### src/rtl/wb_interconnect_arb.sv
// Per-target round-robin arbiter for the Wishbone N x N interconnect.
// Grants are combinational from req, held until ack or abandon, then rotate.
module wb_interconnect_arb #(
   parameter int N_REQ = 2
) (
   input  logic             clock,
   input  logic             reset,
   input  logic [N_REQ-1:0] req,
   output logic [N_REQ-1:0] gnt,
   input  logic             ack
);

   // state     | meaning
   // ST_IDLE   | no transfer held; gnt follows the round-robin pick
   // ST_LOCKED | grant held for r_owner until ack or owner drops req
   typedef enum logic {
      ST_IDLE   = 1'b0,
      ST_LOCKED = 1'b1
   } state_t;

   localparam int IW = (N_REQ > 1) ? $clog2(N_REQ) : 1;
   localparam logic [IW-1:0] LAST_RST = IW'(N_REQ - 1);

   state_t           r_state;
   state_t           w_state_next;
   logic [IW-1:0]    r_owner;
   logic [IW-1:0]    w_owner_next;
   logic [IW-1:0]    r_last;
   logic [IW-1:0]    w_last_next;

   logic             w_pick_vld;
   logic [IW-1:0]    w_pick_idx;
   logic [IW-1:0]    w_scan_idx;
   logic [N_REQ-1:0] w_pick_oh;
   logic [N_REQ-1:0] w_owner_oh;
   logic             w_owner_req;

   // Scan from last+1 upward with wrap; descending loop so the nearest hit wins.
   always_comb begin
      w_pick_vld = 1'b0;
      w_pick_idx = '0;
      w_scan_idx = '0;
      for (int k = N_REQ; k >= 1; k--) begin
         w_scan_idx = IW'((int'(r_last) + k) % N_REQ);
         if (req[w_scan_idx]) begin
            w_pick_vld = 1'b1;
            w_pick_idx = w_scan_idx;
         end
      end
   end

   assign w_pick_oh   = N_REQ'(1) << w_pick_idx;
   assign w_owner_oh  = N_REQ'(1) << r_owner;
   assign w_owner_req = req[r_owner];

   always_comb begin
      w_state_next = r_state;
      w_owner_next = r_owner;
      w_last_next  = r_last;
      gnt          = '0;
      if (!reset) begin
         gnt = '0;
      end else begin
         case (r_state)
            ST_IDLE: begin
               if (w_pick_vld) begin
                  gnt = w_pick_oh;
                  if (ack) begin
                     w_last_next = w_pick_idx;
                  end else begin
                     w_state_next = ST_LOCKED;
                     w_owner_next = w_pick_idx;
                  end
               end
            end
            ST_LOCKED: begin
               gnt = w_owner_oh & req;
               if (ack || !w_owner_req) begin
                  w_state_next = ST_IDLE;
                  w_last_next  = r_owner;
               end
            end
            default: begin
               w_state_next = ST_IDLE;
            end
         endcase
      end
   end

   always_ff @(posedge clock or negedge reset) begin
      if (!reset) begin
         r_state <= ST_IDLE;
         r_owner <= '0;
         r_last  <= LAST_RST;
      end else begin
         r_state <= w_state_next;
         r_owner <= w_owner_next;
         r_last  <= w_last_next;
      end
   end

endmodule

### config.mk
export PLATFORM = sky130hd
export DESIGN_NAME = wb_interconnect_arb
export DESIGN_NICKNAME = d
export VERILOG_FILES = /design/src/rtl/wb_interconnect_arb.sv
export SDC_FILE = /design/constraint.sdc
export NUM_CORES = 1
export LEC_CHECK = 0
export CAP_MARGIN = 20
export CORE_AREA = 2 2 39 41
export CTS_CLUSTER_DIAMETER = 60
export DETAILED_ROUTE_END_ITERATION = 6
export DIE_AREA = 0 0 41 43
export SETUP_SLACK_MARGIN = 0.5
export SLEW_MARGIN = 30
export SYNTH_ARGS = -nofsm -noshare
export SYNTH_HDL_FRONTEND = slang
export SYNTH_SLANG_ARGS = --single-unit
### constraint.sdc
create_clock -name clock -period 1 [get_ports clock]
set_input_delay 0.15 -clock clock [delete_from_list [all_inputs] [get_ports clock]]
set_output_delay 0.15 -clock clock [all_outputs]
set_load 0.02 [all_outputs]
==> run metrics <==
Synth Cell Area=236.5 sq um; clk sink count=3; CTS tree=built; cell at the slowest stage of the critical path=dfstp_2; placer congestion estimate=roughly 0.76; Synth Area in Compound Gates=0.3651; vias in the first global route=~300; largest net degree at the start of global routing=7; Core Footprint=roughly 1400 sq um; kind of critical path=reg2out; post-synthesis sequential area ratio=0.3228; Synth Area in XOR/XNOR=0; Clock Skew=around 7.8 ps; Slew headroom=0.8598; synth unique cells=22; first-pass GRT wire length=1242 um; starting density of the core=0.1709; ratio of cells with drive above 1 in the final layout=0.5957; DR vias=just under 300; Antenna Cells=0; final setup margin=-335.1 ps; status=finished with violations; VDD IR max=approximately 790 uV; DR pass1 iterations=4; cts bufs inserted=3; Worst Hold Class=in2async; post-synthesis simple-gate area fraction=0.1640; Tot GR Track Use=0.1044; switching fraction of total power=0.3261; Die Area=about 1800 sq um; register-to-register setup slack=-320 ps; DRT Wirelength=approximately 760 um; largest family of logic cells by synthesized area=compound AO/OA/AOI/OAI gates; Least-Margin Pin Slew=about 210 ps; worst-path fanout max=2; clock power share=0.252; routed len/inst=around 12 um; min cycle time layout=between 1000 and 1500 ps; PwrDens=about 1900 nW/um^2; drt via density=4.635; post-detail-place hpwl=around 470 um; maxcap violations=0; Residual DRC=0; Placement Cell Area=between 300 and 400 sq um; Hold WS=37.72 ps; Clock Tree Root=clkbuf_4; post-synthesis mux area share=0.08995; Iter 0 DRT Violations=9; R2R depth=5; Setup violations, final=5; most frequent cells in the layout=11 x buf_4, 4 x buf_6, 3 x nand2_1, 3 x clkbuf_4, 3 x dlygate4sd2_1; failing checks=setup timing; final core occ=0.3363; final hold violation count=0; leading cell type in the layout, fill and taps excluded=buf_4; Final ANT Viol Nets=0; Combinational Power Share=0.495; Setup crit end kind=output pin; Critical Path Start Type=register; io pins=7; reg2reg end=r_last; CTS Hold Bufs=0; fmax=about 750 MHz; Final Cell Area=about 470 sq um; leakage power=between 0.0002 and 0.00025 uW; Clk Latency, worst-skew pair=~230 ps; RSZ-0062 raised after global routing=true; Final Cycle Share=1.335; Reg power frac=0.253; #FFs+latches synth=3; Nets=53; Overflow after GRT=0; crit-path cells=nand2_1, o2111a_2, buf_6; syn avg cell area=9.095 sq um; Syn-to-layout area delta=96.83%; CP peak stage delay=530 ps; Max Slew Vio Count=0; Rows=14; Clock Tree Buf Depth=2; # port buffers=6; Adder-Cell Fraction of Synth Area=0; cell count after synthesis=26; R2R Path Start=r_last; die width=roughly 41 um; total nets after synthesis=31; switching pwr=roughly 280 uW; internal power=~600 uW; Req. time, crit path=between 800 and 900 ps; H-tree levels=1; synth warn=0; Critical Path AT=about 1200 ps; initial antenna violation count=0; Clk pin slew, worst setup/hold paths=40 ps; DIE HEIGHT=43 um
layout make-up:
type                            instances  area (sq um)
Sequential cell                         3         77.57
Inverter                                1         3.754
Multi-Input combinational cell         20         173.9
Timing Repair Buffer                   19         163.9
Clock buffer                            4         26.28
Tap cell                               16         20.02
Fill cell                             144         918.4
synth_stat cells:
master    number  share of area
a21oi_1        1          0.021
o21a_1         1          0.032
mux2i_1        1          0.042
nand2b_1       1          0.026
dfstp_2        1           0.11
dfrtp_1        2           0.21
o2111a_1       1          0.048
o31a_1         1          0.037
a22o_1         1          0.037
mux2_2         1          0.048
inv_1          1          0.016
a31oi_1        1          0.026
o21bai_1       1          0.032
a221oi_1       1          0.037
o21ai_0        1          0.021
nand2_1        3          0.048
o211a_1        1          0.042
nand3_1        1          0.021
buf_2          2          0.042
nor3b_2        1          0.053
a21boi_1       1          0.032
nor2_1         1          0.016
sequential cells by signal (all words and copies together) (netlist names):
signal / flops
r_state: 1
r_owner: 1
r_last: 1
metrics by stage:
| step | TNS [ps] | power [uW] | worst slack [ps] | cells |
|---|---|---|---|---|
| CTS | -1289 | 840.2 | -340.9 | 63 |
| floorplan | -111.6 | 372.1 | -98.20 | 26 |
| global route | -1524 | 929.3 | -366.5 | 63 |
| finish | -1366 | 869.5 | -335.1 | 63 |
| detailed placement | -2712 | 539.9 | -764.2 | 57 |
| global placement | -2702 | 541.0 | -742.0 | 57 |
worst max path at each step:
stage / startpoint / slack [ps] / end / cells past startpoint
global route: r_last / -370 / r_last / 5
CTS: r_last / -340 / gnt[1] / 3
global placement: reset / -740 / gnt[0] / 5
detailed placement: reset / -760 / gnt[0] / 5
floorplan: r_owner / -100 / r_last / 3
finish: r_last / -340 / gnt[1] / 3
worst max-delay path: cells and delay by family (launching register included):
| family | cells | cell delay, ps |
|---|---|---|
| AO/OA/AOI/OAI | 1 | 250 |
| flip-flops | 1 | 530 |
| buffers and inverters | 1 | 130 |
| AND/OR/NAND/NOR | 1 | 50 |
power groups by stage:
stage          combinational, uW  sequential [uW]  clock [uW]
2_1_floorplan                158              214           0
6_report                     430              220         219
3_3_place_gp                 314              227           0
5_1_grt                      464              227         239
4_1_cts                      401              213         225
3_5_place_dp                 315              225           0
metal layers:
| layer | up-vias | share of wire | global-route usage |
|---|---|---|---|
| li1 | 139 | - | - |
| met3 | 4 | 0.080 | 0.02618 |
| met4 | 0 | 0.047 | 0.08000 |
| met2 | 18 | 0.48 | 0.1625 |
| met5 | - | 0 | 0 |
| met1 | 131 | 0.39 | 0.1125 |
cells by family after synthesis:
group                  count (synthesis)
muxes                                  2
AOI/OAI and AO/OA                     11
buffers and inverters                  3
and+or+nand+nor                        7
DFF                                    3
timing repair:
| action | 4_1_cts | 5_1_grt |
|---|---|---|
| buffers inserted | 2 | 0 |
| gates resized for setup | 21 | 4 |
| pin swaps | 2 | 2 |
| endpoints found under the setup margin | 5 | 5 |
Power figures use the tool's default switching activity.
